[src/rtl/ad9634_spi_pkg.sv]
// Shared definitions for the AD9634 configuration sequencer.
// Holds the FSM state encoding, the AD9634 register map constants used by the
// sequencer, error codes, and the 24-bit SPI frame builder.
package ad9634_spi_pkg;

  // Sequencer states; 3 bits cover all eight.
  localparam logic [2:0] ST_IDLE  = 3'd0;
  localparam logic [2:0] ST_SRST  = 3'd1;
  localparam logic [2:0] ST_RWAIT = 3'd2;
  localparam logic [2:0] ST_ID_RD = 3'd3;
  localparam logic [2:0] ST_CFG   = 3'd4;
  localparam logic [2:0] ST_XFER  = 3'd5;
  localparam logic [2:0] ST_DONE  = 3'd6;
  localparam logic [2:0] ST_ERR   = 3'd7;

  localparam logic [12:0] SPI_CFG     = 13'h000;
  localparam logic [12:0] CHIP_ID_REG = 13'h001;
  localparam logic [12:0] XFER_REG    = 13'h0FF;

  localparam logic [7:0] SOFT_RST_VAL = 8'h3C;
  localparam logic [7:0] XFER_COMMIT  = 8'h01;

  localparam logic [1:0] ERR_NONE = 2'b00;
  localparam logic [1:0] ERR_ID   = 2'b01;
  localparam logic [1:0] ERR_TMO  = 2'b10;

  typedef struct packed {
    logic        rw;    // 1 = read
    logic [1:0]  w;     // W1:W0, always single-byte
    logic [12:0] addr;
    logic [7:0]  data;  // zero on reads
  } spi_frame_t;

  function automatic logic [23:0] mk_frame(input logic rw, input logic [12:0] addr,
                                           input logic [7:0] data);
    spi_frame_t f;
    f.rw   = rw;
    f.w    = 2'b00;
    f.addr = addr;
    f.data = rw ? 8'h00 : data;
    return f;
  endfunction

endpackage

[src/rtl/ad9634_cfg_rom.sv]
// AD9634 configuration table.
// Combinational lookup: idx_i -> {addr_o, data_o}. Entries never target the
// soft-reset (0x000) or transfer (0x0FF) registers; the sequencer owns those.
//  idx_i   in  IDX_W  table index
//  addr_o  out 13     register address
//  data_o  out 8      register value
module ad9634_cfg_rom #(
  parameter int IDX_W = 4
) (
  input  logic [IDX_W-1:0] idx_i,
  output logic [12:0]      addr_o,
  output logic [7:0]       data_o
);

  always_comb begin
    addr_o = 13'h008;
    data_o = 8'h00;
    case (32'(idx_i))
      0: begin addr_o = 13'h014; data_o = 8'h01; end  // output mode: twos complement
      1: begin addr_o = 13'h016; data_o = 8'h20; end  // clock phase
      2: begin addr_o = 13'h008; data_o = 8'h00; end  // power modes: normal
      3: begin addr_o = 13'h00D; data_o = 8'h00; end  // test mode off
      4: begin addr_o = 13'h010; data_o = 8'h00; end  // offset adjust
      5: begin addr_o = 13'h015; data_o = 8'h00; end  // output adjust
      6: begin addr_o = 13'h017; data_o = 8'h00; end  // output delay
      7: begin addr_o = 13'h018; data_o = 8'h04; end  // input span
      default: ;
    endcase
  end

endmodule

[src/rtl/ad9634_cfg_sequencer.sv]
// AD9634 power-up / on-demand configuration sequencer.
// Soft-resets the chip, waits, verifies the chip ID with bounded retry, writes
// the config table and commits it through the transfer register. Owns the SPI
// frame engine while busy; exactly one frame outstanding at a time.
//  clk, rst_n          clock, async active-low reset
//  start               pulse, accepted when not busy
//  busy/done/error     status; done/error sticky until next start
//  err_code            00 none, 01 ID mismatch, 10 transfer timeout
//  cmd_valid/ready     frame request handshake to SPI engine
//  cmd_data[23:0]      frame {R/W, W1:W0, addr[12:0], data[7:0]}
//  xfer_done, rd_data  frame completion pulse and readback byte
module ad9634_cfg_sequencer import ad9634_spi_pkg::*; #(
  parameter int          NUM_REGS   = 8,
  parameter int          RST_WAIT   = 1000,  // must be >= 1
  parameter logic [7:0]  CHIP_ID    = 8'h79,
  parameter int          ID_RETRIES = 3,
  parameter int          TIMEOUT    = 4095
) (
  input  logic        clk,
  input  logic        rst_n,
  input  logic        start,
  output logic        busy,
  output logic        done,
  output logic        error,
  output logic [1:0]  err_code,
  output logic        cmd_valid,
  input  logic        cmd_ready,
  output logic [23:0] cmd_data,
  input  logic        xfer_done,
  input  logic [7:0]  rd_data
);

  localparam int IDX_W  = $clog2(NUM_REGS + 1);
  localparam int WAIT_W = $clog2(RST_WAIT + 1);
  localparam int TMO_W  = $clog2(TIMEOUT + 1);
  localparam int RTY_W  = $clog2(ID_RETRIES + 2);

  logic [2:0]       state_q, state_d;
  logic             wait_q, wait_d;    // 0: issuing frame, 1: awaiting xfer_done
  logic             vld_q, vld_d;
  logic [IDX_W-1:0] idx_q, idx_d;
  logic [WAIT_W-1:0] wcnt_q, wcnt_d;
  logic [TMO_W-1:0] tmo_q, tmo_d;
  logic [RTY_W-1:0] rty_q, rty_d;
  logic             done_q, done_d, err_q, err_d;
  logic [1:0]       code_q, code_d;
  logic [12:0]      rom_addr;
  logic [7:0]       rom_data;
  logic             accept;

  ad9634_cfg_rom #(.IDX_W(IDX_W)) u_rom (
    .idx_i  (idx_q),
    .addr_o (rom_addr),
    .data_o (rom_data)
  );

  assign accept = vld_q & cmd_ready;

  always_comb begin
    state_d = state_q;
    wait_d  = wait_q;
    vld_d   = vld_q;
    idx_d   = idx_q;
    wcnt_d  = wcnt_q;
    tmo_d   = tmo_q;
    rty_d   = rty_q;
    done_d  = done_q;
    err_d   = err_q;
    code_d  = code_q;
    case (state_q)
      ST_IDLE, ST_DONE, ST_ERR: begin
        // xfer_done is ignored here, so a coincident one cannot disturb restart
        if (start) begin
          state_d = ST_SRST;
          vld_d   = 1'b1;
          wait_d  = 1'b0;
          idx_d   = '0;
          wcnt_d  = '0;
          tmo_d   = '0;
          rty_d   = '0;
          done_d  = 1'b0;
          err_d   = 1'b0;
          code_d  = ERR_NONE;
        end
      end
      ST_RWAIT: begin
        if (wcnt_q == WAIT_W'(RST_WAIT - 1)) begin
          state_d = ST_ID_RD;
          vld_d   = 1'b1;
        end else begin
          wcnt_d = wcnt_q + 1'b1;
        end
      end
      default: begin  // frame states: SRST, ID_RD, CFG, XFER
        if (!wait_q) begin
          if (accept) begin
            vld_d  = 1'b0;
            wait_d = 1'b1;
            tmo_d  = '0;
          end
        end else if (xfer_done) begin
          wait_d = 1'b0;
          case (state_q)
            ST_SRST: begin
              state_d = ST_RWAIT;
              wcnt_d  = '0;
            end
            // rd_data is only valid alongside xfer_done, so the ID check is
            // made here rather than in a separate state.
            ST_ID_RD: begin
              if (rd_data == CHIP_ID) begin
                state_d = ST_CFG;
                vld_d   = 1'b1;
              end else if (rty_q < RTY_W'(ID_RETRIES)) begin
                rty_d = rty_q + 1'b1;
                vld_d = 1'b1;
              end else begin
                state_d = ST_ERR;
                err_d   = 1'b1;
                code_d  = ERR_ID;
              end
            end
            ST_CFG: begin
              vld_d = 1'b1;
              if (idx_q == IDX_W'(NUM_REGS - 1)) state_d = ST_XFER;
              else                                idx_d   = idx_q + 1'b1;
            end
            default: begin
              state_d = ST_DONE;
              done_d  = 1'b1;
            end
          endcase
        end else if (tmo_q == TMO_W'(TIMEOUT - 1)) begin
          state_d = ST_ERR;
          err_d   = 1'b1;
          code_d  = ERR_TMO;
        end else begin
          tmo_d = tmo_q + 1'b1;
        end
      end
    endcase
  end

  always_ff @(posedge clk or negedge rst_n) begin
    if (!rst_n) begin
      state_q <= ST_IDLE;
      wait_q  <= 1'b0;
      vld_q   <= 1'b0;
      idx_q   <= '0;
      wcnt_q  <= '0;
      tmo_q   <= '0;
      rty_q   <= '0;
      done_q  <= 1'b0;
      err_q   <= 1'b0;
      code_q  <= ERR_NONE;
    end else begin
      state_q <= state_d;
      wait_q  <= wait_d;
      vld_q   <= vld_d;
      idx_q   <= idx_d;
      wcnt_q  <= wcnt_d;
      tmo_q   <= tmo_d;
      rty_q   <= rty_d;
      done_q  <= done_d;
      err_q   <= err_d;
      code_q  <= code_d;
    end
  end

  // Frame is a pure function of state/idx, so it is stable for the whole
  // issue phase and returns to zero with the state on reset.
  always_comb begin
    cmd_data = '0;
    case (state_q)
      ST_SRST:  cmd_data = mk_frame(1'b0, SPI_CFG, SOFT_RST_VAL);
      ST_ID_RD: cmd_data = mk_frame(1'b1, CHIP_ID_REG, 8'h00);
      ST_CFG:   cmd_data = mk_frame(1'b0, rom_addr, rom_data);
      ST_XFER:  cmd_data = mk_frame(1'b0, XFER_REG, XFER_COMMIT);
      default:  cmd_data = '0;
    endcase
  end

  assign busy      = (state_q != ST_IDLE) && (state_q != ST_DONE) && (state_q != ST_ERR);
  assign cmd_valid = vld_q;
  assign done      = done_q;
  assign error     = err_q;
  assign err_code  = code_q;

endmodule

[config.mk]
export PLATFORM = sky130hd
export DESIGN_NAME = ad9634_cfg_sequencer
export DESIGN_NICKNAME = d
export VERILOG_FILES = /design/src/rtl/ad9634_spi_pkg.sv /design/src/rtl/ad9634_cfg_rom.sv /design/src/rtl/ad9634_cfg_sequencer.sv
export SDC_FILE = /design/constraint.sdc
export NUM_CORES = 1
export LEC_CHECK = 0
export CELL_PAD_IN_SITES_DETAIL_PLACEMENT = 1
export CELL_PAD_IN_SITES_GLOBAL_PLACEMENT = 1
export CORE_AREA = 2 2 79 81
export CTS_CLUSTER_SIZE = 14
export DETAILED_ROUTE_END_ITERATION = 8
export DIE_AREA = 0 0 81 83
export DONT_BUFFER_PORTS = 1
export PLACE_DENSITY_LB_ADDON = 0.1
export SETUP_SLACK_MARGIN = 0.15
export SLEW_MARGIN = 5
export SYNTH_ARGS = -nofsm -noshare
export SYNTH_HDL_FRONTEND = slang
export SYNTH_SLANG_ARGS = --single-unit
[constraint.sdc]
create_clock -name clk -period 3 [get_ports clk]
set_clock_uncertainty 0.2 [all_clocks]
set_input_delay 0.3 -clock clk [delete_from_list [all_inputs] [get_ports clk]]
set_output_delay 0.3 -clock clk [all_outputs]
set_load 0.05 [all_outputs]
Yosys cells after proc, flatten, opt, wreduce, memory -nomap -nowiden
Cells that the tools add are included.

word-level totals
  flip-flop bits (word level) = 38
  bits of input ports = 13
  output and inout port bits = 30

cells by class
  $add $sub $neg = 4
  magnitude comparators = 1
  eq/ne operators = 34
  mux-type cells = 71
  bitwise logic cells = 2
  reduce and logical (&&, ||, !) cells = 28

operators with widths
  kind                                            number
  case mux 24 bit (4 select lines)                1
  two-way mux 12 bit                              5
  two-way mux 10 bit                              5
  two-way mux 3 bit                               14
  case mux 5 bit (7 select lines)                 1
  case mux 12 bit (2 select lines)                1
  two-way mux 1 bit                               20
  two-way mux 4 bit                               5
  case mux 10 bit (2 select lines)                1
  case mux 6 bit (3 select lines)                 1
  AND reduction 6 bit                             3
  nonzero test 3 bit                              6
  == test 4 x 3 -> 1 bit (second input constant)  4
  AND reduction 5 bit                             3
  two-way mux 2 bit                               7
  AND reduction 7 bit                             2
  adder 12 x 1 -> 12 bit (second input constant)  1
  == test 12 bit (second input constant)          1
  == test 3 bit (second input constant)           4
  != test 3 x 2 -> 1 bit (second input constant)  4
  != test 6 x 4 -> 1 bit (second input constant)  2
  case mux 3 bit (2 select lines)                 2
  adder 10 x 1 -> 10 bit (second input constant)  1
  == test 10 bit (second input constant)          1
  28 further kinds                                45

Longest topological paths before layout
Gate-level depths: netlist of run 1.

  depth after elaboration = 7
  depth in mapped cells = 8
  depth with buffers taken out = 7

By module
From an unflattened synthesis of run 1, not the netlist that was laid out.

unflattened totals
  cells, all modules = 341
  area total of the unflattened synthesis = 2816.5 um^2

modules (own cells, without submodules)
  module                instances  cells an instance  area each (um^2)  sequential area each (um^2)
  ad9634_cfg_sequencer  1          308                2591.2            950.9
  ad9634_cfg_rom        1          33                 225.2             0.0

Worst setup path after synthesis of run 1
OpenSTA, ideal clock, no wires.

  path type = register to output
  start point = register state_q[2]
  end point = output port cmd_data[12]
  data arrival time = 1.905 ns
  path slack = 0.595 ns
  stages on the path, launching flop included = 6
  path through = dfrtp_1 -> buf_2 -> clkbuf_1 -> nor2b_1 -> o21ai_0 -> o22ai_1

on the way
  longest elaborated chain between the ends = 2
  elaborated cells between the ends (all ways) = 5
  those cells by class = eq/ne (4); mux (1)

ends and longest elaborated chain
  item                                   RTL line                     text
  from (decl)                            ad9634_cfg_sequencer.sv:38   logic [2:0] state_q, state_d;
  from (signal assigned)                 ad9634_cfg_sequencer.sv:157  state_q <= state_d;
  == test 3 bit (tied with other cells)  ad9634_cfg_sequencer.sv:174  case (state_q)
  case mux 24 bit (4 select lines) (*)   ad9634_cfg_sequencer.sv:174
  to (decl)                              ad9634_cfg_sequencer.sv:28   output logic [23:0] cmd_data,

Every way passes the cells marked *; elsewhere a longest branch is shown, timed or not.

Worst setup path in the final report of run 1
  start point = register state_q[0]
  end point = output port busy

on the way
  longest elaborated chain between the ends = 3
  elaborated cells between the ends (all ways) = 5
  those cells by class = eq/ne (2); reduce/logical (3)

ends and longest elaborated chain
  item                                                        RTL line                     text
  != test 3 bit / nonzero test 3 bit (equally long branches)  ad9634_cfg_sequencer.sv:183  assign busy = (state_q != ST_IDLE) && (state_q != ST_DONE) && (state_q != ST_ERR);
  logical AND 1 bit                                           ad9634_cfg_sequencer.sv:183
  logical AND 1 bit (*)                                       ad9634_cfg_sequencer.sv:183
  to (decl)                                                   ad9634_cfg_sequencer.sv:22   output logic busy,

Marked as above.

==> results of run 1 <==
==> report_power, final <==
group          leakage [nW]  switching [mW]  internal (mW)
Combinational         0.692            1.16          0.539
Sequential            0.514           0.249          0.607
Clock                0.0714           0.204          0.355
Total                  1.28            1.62           1.50
==> registers in the layout, indices dropped and copies added, names as in the netlist <==
signal,count
rty_q,3
tmo_q,12
cmd_valid,1
state_q,3
err_code,2
idx_q,4
wcnt_q,10
error,1
done,1
wait_q,1
==> synthesized netlist by cell type, types with 6 or more instances <==
cell      number  area share, %
dfrtp_1       38             36
or3_1         11            2.6
a21oi_1       18            3.4
buf_4         13            3.7
nor2_1        33            4.7
o21ai_0       25            4.7
inv_1          9            1.3
ha_1           8            3.8
nand3_1       22            4.2
nand2_1       27            3.8
nand4_1        6            1.4
o31ai_1       14            4.0
clkbuf_1       7           0.99
==> metrics by stage <==
stage / setup WS [ns] / utilization, %
6_report: 0.2979 / 50.67
5_1_grt: 0.1681 / 50.67
4_1_cts: 0.2976 / 50.67
3_5_place_dp: 0.5493 / 47.70
3_3_place_gp: 0.6100 / 47.70
2_1_floorplan: 0.5947 / -
==> cells by family after synthesis <==
family	share of synthesized area, %
mux	1.656
buf+inv	7.615
other cells	0.1418
fa+ha+maj	3.784
simple gates	27.82
flops	35.95
compound gates	23.04
==> path summary, 6_finish.rpt <==
path                         endpoint  slack (ns)  cells past startpoint
hold reg to reg             wcnt_q[0]        0.34                      1
min in group asynchronous   wcnt_q[8]        0.26                      2
hold / removal             state_q[0]        0.03                      2
setup / recovery                 busy        0.30                      5
setup reg to reg             rty_q[0]        0.56                      5
max in group asynchronous        done        2.12                      2
==> worst max-delay path: cells and delay by family (launching register included) <==
family	cells	cell delay, ns
buffers and inverters	3	0.81
and+or+nand+nor	2	0.57
DFF	1	0.53
==> area by class of cell <==
| class | instances | area (um2) |
|---|---|---|
| Fill cell | 719 | 2869 |
| Timing Repair Buffer | 24 | 195.2 |
| Multi-Input combinational cell | 251 | 1526 |
| Inverter | 10 | 37.54 |
| Clock buffer | 6 | 82.58 |
| Clock inverter | 2 | 60.06 |
| Tap cell | 75 | 93.84 |
| Sequential cell | 38 | 950.9 |
==> metal layers <==
| layer | share of wire [%] | wire length, um | global-route usage, % | vias to the layer above |
|---|---|---|---|---|
| met2 | 46 | 3213 | 33.21 | 53 |
| met3 | 3.6 | 257 | 4.130 | 6 |
| met4 | 0.88 | 62 | 5.393 | 0 |
| met5 | 0 | 0 | 0 | - |
| li1 | - | - | - | 1168 |
| met1 | 50 | 3519 | 32.76 | 1199 |
==> run metrics, run 1 <==
CP Capture Type output port; HPWL after DPL about 5100 um; layout cells sized above 1 between 10% and 20%; top_reg_cell synth dfrtp_1; crit path max-delay cell type dfrtp_1; number of synthesized flops with an enable pin 0; Pwr Density 1058 mW/mm2; status finished clean; maximum VDD drop between 0.0006 and 0.0007 V; Clock Pin Slew Worst Setup and Hold Paths around 0.08 ns; Async S/R FF share, synth 100.0%; Tcrit/Tclk final around nine tenths; first-pass GRT wire length ~12000 um; placed cell area about 0.0028 mm2; Root Driver clkbuf_8; Req. time, crit path between 2 and 3 ns; largest net degree at the start of global routing 39; WS Path Type reg2out; Hold Path Class in2reg; die height 83 um; total power draw 3.116 mW; Slew HR between 50% and 60%; final net count between 300 and 400; number of setup buffers added after CTS 0; Avg WL per Cell between 15 and 20 um; CP Launch Type register; clock buffer count from CTS 5; Worst EP arrival around 2.2 ns; Mapped Cells between 300 and 400; I/O Buffers 0; worst-path cell chain buf_4, or3_1, nand2_1, clkinv_1, buf_4; setup violators final 0; # rows 28; P_leak 1.278 nW; actual slew at the worst max-slew pin about 0.63 ns; Peak Freq between 300 and 400 MHz; Slew Limit Fails 0; 1st-pass router iterations 4; initial antenna violation count 0; Synth Cell Area 0.002645 mm2; Clock Latency Late Sink about 0.30 ns; CTS tree built; Design Area, Final slightly below 0.003 mm2; register area share after synthesis between 30% and 40%; syn avg cell area 8.344 um2; Ys Warns 0; die width between 80 and 90 um; post_cts resized 0; Crit path top cell by count buf_4; Layout Cells excl Fill 406; Setup TNS 0 ns; RSZ-0062 raised after global routing no; Routed Antenna Nets 0; Critical Path Start state_q[0]; Top-Level Pins 43; fin crit period about 2.7 ns; ant diodes 0; global route total overflow 0; routability cong. 0.8187; Core Area 0.005816 mm2; gr usage total between 20% and 30%; via count 2426; die area just under 0.007 mm2; Hold Slack around 0.034 ns; First DRT Iteration DRCs just over 100; worst reg2reg path startpoint state_q[1]; synth-to-layout area growth 11.40%; via density per instance approximately 6.0; Routed Wire Length about 7100 um; count of different cell masters after synthesis 58; total of max-cap violations 0; Initial Util between 40% and 50%; most frequent cells in the layout 38 x dfrtp_1, 33 x nor2_1, 27 x nand2_1; vias in the first global route 2352; DR DRC count 0; # hold bufs at CTS 2; htree depth 2; crit-path max cell delay ~0.53 ns; Hold Crit Start xfer_done; CP Max Fanout 15; clk sinks 38; commonest non-fill, non-tap cell in the layout dfrtp_1; Yosys reg bits 38; final hold viol count 0; Inst Count DP between 300 and 400; CTS max path bufs 2
No activity file was read; power rests on OpenSTA's default activity.
==> run 2, diff against run 1 <==
--- a/config.mk
+++ b/config.mk
@@ -12,6 +12,7 @@
 export DETAILED_ROUTE_END_ITERATION = 8
 export DIE_AREA = 0 0 81 83
 export DONT_BUFFER_PORTS = 1
+export GPL_TIMING_DRIVEN = 0
 export PLACE_DENSITY_LB_ADDON = 0.1
 export SETUP_SLACK_MARGIN = 0.15
 export SLEW_MARGIN = 5
==> run metrics, run 2 (same netlist as run 1, synthesis figures left out) <==
sequential share of power 27.7% (was 27.5%); largest net degree at the start of global routing 39 (unchanged); global route total overflow 0 (unchanged); number of setup buffers added after CTS 0 (unchanged); Critical Path Start state_q[2] (was state_q[0]); most frequent cells in the layout 38 x dfrtp_1, 28 x nor2_1, 27 x nand2_1 (was 38 x dfrtp_1, 33 x nor2_1, 27 x nand2_1); met2 global-route usage 35.76% (was 33.21%); Slew HR 39.56% (was 58.31%); total of max-cap violations 0 (unchanged); Core Area 0.005816 mm2 (unchanged); P_int 1.237 mW (was 1.501 mW); vias in the first global route 2433 (was 2352); Slew Limit Fails 0 (unchanged); final hold viol count 0 (unchanged); 1st-pass router iterations 4 (unchanged); P_sw 1.606 mW (was 1.615 mW); Tcrit/Tclk final 88.35% (was 90.07%); RSZ-0062 raised after global routing no (unchanged); die height 83 um (unchanged); first-pass GRT wire length 11990 um (was 11960 um); Logic pwr share 59.8% (was 54.6%); First DRT Iteration DRCs 110 (was 103); I/O Buffers 0 (unchanged); CP Capture Type output port (unchanged); worst reg2reg path startpoint state_q[1] (unchanged); clock buffer count from CTS 5 (unchanged); maximum VDD drop 0.0006350 V (was 0.0006420 V); die area 0.006723 mm2 (unchanged); crit-path max cell delay 0.50 ns (was 0.53 ns); crit path max-delay cell type o22ai_2 (was dfrtp_1); ant diodes 0 (unchanged); gr usage total 22.58% (was 22.15%); GR Util met1 31.09% (was 32.76%); final net count 356 (was 351); Largest regs tmo_q: 12 flops, wcnt_q: 10 flops, idx_q: 4 flops (unchanged); via density per instance 5.934 (was 5.975); CTS max path bufs 2 (unchanged); htree depth 2 (unchanged); synth-to-layout area growth 10.22% (was 11.40%); worst-path cell chain buf_2, clkbuf_2, nor2b_1, o21ai_0, o22ai_2 (was buf_4, or3_1, nand2_1, clkinv_1, buf_4); Routed Wire Length 7153 um (was 7054 um); CP Max Fanout 10 (was 15); routability cong. 0.8452 (was 0.8187); die width 81 um (unchanged); layout cells sized above 1 14.67% (was 12.99%); # rows 28 (unchanged); Req. time, crit path 2.50 ns (about the same); Initial Util 45.48% (unchanged); Inst Count DP 401 (was 396); sw frac 56.48% (was 51.83%); Clock Latency Late Sink 0.29 ns (was 0.30 ns); Hold Path Class in2reg (unchanged); commonest non-fill, non-tap cell in the layout dfrtp_1 (unchanged); WS Path Type reg2out (unchanged); M3 GR Usage 5.435% (was 4.130%); DR DRC count 0 (unchanged); Routed Antenna Nets 0 (unchanged); Layout Cells excl Fill 409 (was 406); via count 2427 (was 2426); setup violators final 0 (unchanged); CTS tree built (unchanged); Fillers 719 (unchanged); Clock Pin Slew Worst Setup and Hold Paths 0.07 ns (was 0.08 ns); gr busiest metal met2 (unchanged); Worst EP arrival 2.15 ns (was 2.20 ns); Root Driver clkbuf_8 (unchanged); CP Launch Type register (unchanged); Top-Level Pins 43 (unchanged); Peak Freq 377.3 MHz (was 370.1 MHz); clk sinks 38 (unchanged); crit-path leading delay family compound AO/OA/AOI/OAI gates (was buffers and inverters); Setup TNS 0 ns (unchanged); status finished clean (unchanged); HPWL after DPL 5256 um (was 5081 um); actual slew at the worst max-slew pin 0.9032 ns (was 0.6254 ns); Pwr Density 975.3 mW/mm2 (was 1058 mW/mm2); Hold Crit Start cmd_ready (was xfer_done); crit path buf inv count 2 (was 3); Largest register FFs 12 (unchanged); Post-Route Utilization 50.13% (was 50.67%); initial antenna violation count 0 (unchanged); clock power share 12.5% (was 17.9%); P_leak 1.254 nW (was 1.278 nW); largest register by flop count tmo_q (unchanged); Avg WL per Cell 17.49 um (was 17.37 um); fin crit period 2.651 ns (was 2.702 ns)
## run 2: cell count changes in the layout (fill, tap and decap cells not counted), moves of 2 or more
cell,before,now
clkbuf_1,0,6
bufinv_16,2,0
nor2_1,33,28
buf_2,0,5
and2_1,3,1
buf_4,22,13
and2_2,0,2
nor2_2,0,5
## run 2: worst paths after layout
path,endpoint,slack [ns],cells past startpoint
setup / recovery,cmd_data[12],0.35,5
hold / removal,cmd_valid,0.08,3
setup reg to reg,tmo_q[2],0.46,6
hold reg to reg,wcnt_q[0],0.34,1
max in group asynchronous,tmo_q[1],2.14,2
min in group asynchronous,wcnt_q[7],0.27,2
## run 2: layer usage
| metal | vias to the layer above | share of wire (%) |
|---|---|---|
| li1 | 1182 | - |
| met1 | 1182 | 47 |
| met2 | 57 | 47 |
| met3 | 6 | 5.6 |
| met4 | 0 | 0.82 |
| met5 | - | 0 |
## run 2: layout make-up
| type | instances | area [um2] | share of cell area, % |
|---|---|---|---|
| multi-input combinational | 251 | 1551 | 53.22 |
| timing repair buffer | 2 | 30.03 | 1.030 |
| inverter | 10 | 41.29 | 1.416 |
| tap | 75 | 93.84 | 3.219 |
| clock buffer | 6 | 82.58 | 2.833 |
| sequential | 38 | 950.9 | 32.62 |
| buffer | 27 | 165.2 | 5.665 |
## run 2: power by group through the flow
stage               registers, mW  logic, mW  clock network [mW]
finish                      0.788       1.70               0.355
global route                0.807       1.87               0.386
CTS                         0.789       1.69               0.370
detailed placement          0.800       1.64                   0
global placement            0.795       1.62                   0
floorplan                   0.771       1.35                   0
## run 2: metrics by stage
stage	power, mW	hold slack (ns)	setup WS (ns)	instance area, um2
6_report	2.843	0.07507	0.3494	2915
5_1_grt	3.061	0.08770	0.2129	2915
4_1_cts	2.847	0.06899	0.2059	2897
3_5_place_dp	2.442	-0.1944	0.03625	2773
3_3_place_gp	2.417	-0.1943	0.04288	2773
2_1_floorplan	2.122	-0.1956	0.5947	2679
## run 2: timing repair
item | CTS | global route
endpoints found under the hold margin | 38 | 0
resized for setup | 3 | 9
endpoints found under the setup margin | 10 | 18
hold buffers | 2 | 0
## run 2: worst reg2reg max path, stage by stage (launching register included)
cell,delay (ns)
dfrtp_1,0.39
buf_2,0.18
or3_1,0.38
nand2_1,0.25
clkinvlp_4,0.43
a21oi_2,0.50
a21oi_1,0.08
==> run 3, diff against run 2 <==
--- a/config.mk
+++ b/config.mk
@@ -7,10 +7,10 @@
 export LEC_CHECK = 0
 export CELL_PAD_IN_SITES_DETAIL_PLACEMENT = 1
 export CELL_PAD_IN_SITES_GLOBAL_PLACEMENT = 1
-export CORE_AREA = 2 2 79 81
+export CORE_AREA = 2 2 80 82
 export CTS_CLUSTER_SIZE = 14
 export DETAILED_ROUTE_END_ITERATION = 8
-export DIE_AREA = 0 0 81 83
+export DIE_AREA = 0 0 82 84
 export DONT_BUFFER_PORTS = 1
 export GPL_TIMING_DRIVEN = 0
 export PLACE_DENSITY_LB_ADDON = 0.1
@@ -18,4 +18,5 @@
 export SLEW_MARGIN = 5
 export SYNTH_ARGS = -nofsm -noshare
 export SYNTH_HDL_FRONTEND = slang
+export SYNTH_HIERARCHICAL = 1
 export SYNTH_SLANG_ARGS = --single-unit
==> run metrics, run 3 <==
status finished clean (unchanged); die height 84 um (was 83 um); count of different cell masters after synthesis 65 (was 58); Routed Antenna Nets 0 (unchanged); Synth Cell Area 0.002816 mm2 (was 0.002645 mm2); commonest non-fill, non-tap cell in the layout dfrtp_1 (unchanged); die area 0.006888 mm2 (was 0.006723 mm2); register area share after synthesis 33.76% (was 35.95%); Tcrit/Tclk final 87.08% (was 88.35%); Req. time, crit path 2.50 ns (about the same); Pwr Density 870.8 mW/mm2 (was 975.3 mW/mm2); gr usage total 22.91% (was 22.58%); First DRT Iteration DRCs 73 (was 110); maximum VDD drop 0.0005189 V (was 0.0006350 V); Largest register FFs 12 (unchanged); syn avg cell area 8.259 um2 (was 8.344 um2); Clock Latency Late Sink 0.30 ns (was 0.29 ns); HPWL after DPL 5497 um (was 5256 um); most frequent cell after synthesis dfrtp_1 (unchanged); layout cells sized above 1 17.36% (was 14.67%); die width 82 um (was 81 um); Top-Level Pins 43 (unchanged); clk sinks 38 (unchanged); global route total overflow 0 (unchanged); DR DRC count 0 (unchanged); Avg WL per Cell 17.04 um (was 17.49 um); Clock Pin Slew Worst Setup and Hold Paths 0.08 ns (was 0.07 ns); most frequent cells in the layout 38 x dfrtp_1, 35 x nand2_1, 29 x nor2_1 (was 38 x dfrtp_1, 28 x nor2_1, 27 x nand2_1); Setup TNS 0 ns (unchanged); Hold Path Class in2reg (unchanged); first-pass GRT wire length 12350 um (was 11990 um); ranking of synthesized cells by area dfrtp_1 34%, nor2_1 4.9%, nand2_1 4.7% (was dfrtp_1 36%, o21ai_0 4.7%, nor2_1 4.7%); worst r2r path cells 6 (unchanged); I/O Buffers 0 (unchanged); crit path capture cmd_data[3] (was cmd_data[12]); actual slew at the worst max-slew pin 1.027 ns (was 0.9032 ns); CP Launch Type register (unchanged); worst reg2reg path startpoint wcnt_q[0] (was state_q[1]); Inst Count DP 431 (was 401); vias in the first global route 2551 (was 2433); clock buffer count from CTS 5 (unchanged); Largest regs tmo_q: 12 flops, wcnt_q: 10 flops, idx_q: 4 flops (unchanged); largest net degree at the start of global routing 39 (unchanged); CP Capture Type output port (unchanged); Worst EP arrival 2.11 ns (was 2.15 ns); Initial Util 46.20% (was 45.48%); crit-path leading delay family compound AO/OA/AOI/OAI gates (unchanged); FF/Latch Area 950.9 um2 (unchanged); CTS tree built (unchanged); Mapped Cells 341 (was 317); Peak Freq 382.8 MHz (was 377.3 MHz); synth-to-layout area growth 11.95% (was 10.22%); WS Path Type reg2out (unchanged); Yosys reg bits 38 (unchanged); Routed Wire Length 7496 um (was 7153 um); crit path buf inv count 2 (unchanged); number of setup buffers added after CTS 0 (unchanged); setup violators final 0 (unchanged); CP Max Fanout 10 (unchanged); top_reg_cell synth dfrtp_1 (unchanged); RSZ-0062 raised after global routing no (unchanged); final net count 381 (was 356); CTS max path bufs 2 (unchanged); r2r setup slk 0.53 ns (was 0.46 ns); Ys Warns 6 (was 0); Layout Cells excl Fill 440 (was 409); via count 2559 (was 2427); routability cong. 0.8407 (was 0.8452); Root Driver clkbuf_8 (unchanged); via density per instance 5.816 (was 5.934); crit-path max cell delay 0.87 ns (was 0.50 ns); worst-path cell chain buf_2, clkbuf_1, a21oi_1 (was buf_2, clkbuf_2, nor2b_1, o21ai_0, o22ai_2); Critical Path Start state_q[1] (was state_q[2]); # rows 29 (was 28); worst r2r dst wcnt_q[6] (was tmo_q[2]); number of cells on the critical path 3 (was 5); Core Area 0.006096 mm2 (was 0.005816 mm2); P_leak 1.416 nW (was 1.254 nW); Slew Limit Fails 0 (unchanged); initial antenna violation count 0 (unchanged); Yosys top cell by area dfrtp_1 (unchanged); fin crit period 2.612 ns (was 2.651 ns); total of max-cap violations 0 (unchanged); area occupied by multi-input gates 0.001735 mm2 (was 0.001551 mm2); top cell type's share of synthesized area 33.76% (was 35.95%); crit path max-delay cell type a21oi_1 (was o22ai_2); Slew HR 31.72% (was 39.56%); htree depth 2 (unchanged); ant diodes 0 (unchanged); number of synthesized flops with an enable pin 0 (unchanged); most frequent cells after synthesis 38 x dfrtp_1, 37 x nor2_1, 35 x nand2_1 (was 38 x dfrtp_1, 33 x nor2_1, 27 x nand2_1); Fillers 736 (was 719); final hold viol count 0 (unchanged); Async S/R FF share, synth 100.0% (unchanged); largest register by flop count tmo_q (unchanged); 1st-pass router iterations 4 (unchanged)
-- run 3: cell types whose count changed after synthesis, sizes merged, moves of 4 or more --
| cell | previous run | this run |
|---|---|---|
| o21ai | 25 | 21 |
| o31ai | 14 | 4 |
| buf | 20 | 26 |
| nand3 | 22 | 10 |
| nand2 | 27 | 35 |
| or3 | 11 | 5 |
| nand4 | 6 | 10 |
| a31oi | 1 | 5 |
| xnor2 | 0 | 6 |
| nor2 | 33 | 37 |
| or4 | 6 | 2 |
| and3 | 3 | 16 |
-- run 3: area by class of cell --
class,count,share of cell area [%]
Multi-Input combinational cell,276,55.04
Sequential cell,38,30.16
Buffer,32,6.270
Tap cell,77,3.056
Clock buffer,6,2.619
Clock inverter,1,0.9524
Timing Repair Buffer,2,0.9524
Inverter,8,0.9524
-- run 3: worst min path at each step --
stage | start | end | slack (ns) | cells past startpoint
floorplan | rst_n | cmd_valid | -0.20 | 0
global placement | rst_n | wcnt_q[5] | -0.19 | 0
detailed placement | rst_n | wcnt_q[4] | -0.19 | 0
CTS | start | state_q[2] | 0.06 | 2
global route | start | state_q[2] | 0.08 | 2
finish | start | state_q[2] | 0.06 | 2
-- run 3: per-layer routing --
metal / up-vias / routed length, um / GRT usage (%)
met5: - / 0 / 0
met1: 1255 / 3372 / 30.22
met3: 9 / 362 / 5.411
li1: 1251 / - / -
met4: 0 / 65 / 5.303
met2: 44 / 3695 / 37.55
-- run 3: timing repair --
action / in CTS / in global routing
setup endpoints to repair: 2 / 11
hold buffers: 2 / 0
hold endpoints to repair: 38 / 0
gates resized for setup: 5 / 11
-- run 3: worst reg2reg max path, delay by kind of cell, from the launching register on --
family,cells,cell delay (ns)
DFF,1,0.41
and+or+nand+nor,2,0.61
adders and majority gates,1,0.24
AOI/OAI and AO/OA,3,0.93
-- run 3: where the power goes --
part | leakage, nW | switching (mW) | total (mW) | internal [mW]
Combinational | 0.862 | 0.957 | 1.42 | 0.467
Sequential | 0.497 | 0.235 | 0.861 | 0.626
Clock | 0.0573 | 0.194 | 0.461 | 0.266
-- run 3: cell families (layout without fill, tap and decap cells) --
| group | count (synthesis) | count (layout) | share of synthesized area, % |
|---|---|---|---|
| XOR/XNOR | 6 | 6 | 1.866 |
| AO/OA/AOI/OAI | 81 | 81 | 20.17 |
| adder cells (fa/ha/maj) | 5 | 5 | 2.221 |
| other | 2 | 15 | 0.2666 |
| buffers and inverters | 40 | 49 | 7.996 |
| AND/OR/NAND/NOR | 163 | 163 | 31.41 |
| flip-flops | 38 | 38 | 33.76 |
| multiplexers | 6 | 6 | 2.310 |
-- run 3: stage by stage --
step	setup slack [ns]	cell area [um2]	total power, mW	hold WS (ns)	util, %
floorplan	0.4450	2865	1.944	-0.1956	-
global placement	0.1282	2962	2.192	-0.1945	48.58
detailed placement	0.05159	2962	2.236	-0.1947	48.58
CTS	0.2101	3128	2.740	0.05680	51.31
global route	0.1529	3153	2.938	0.07783	51.72
finish	0.3875	3153	2.746	0.05788	51.72
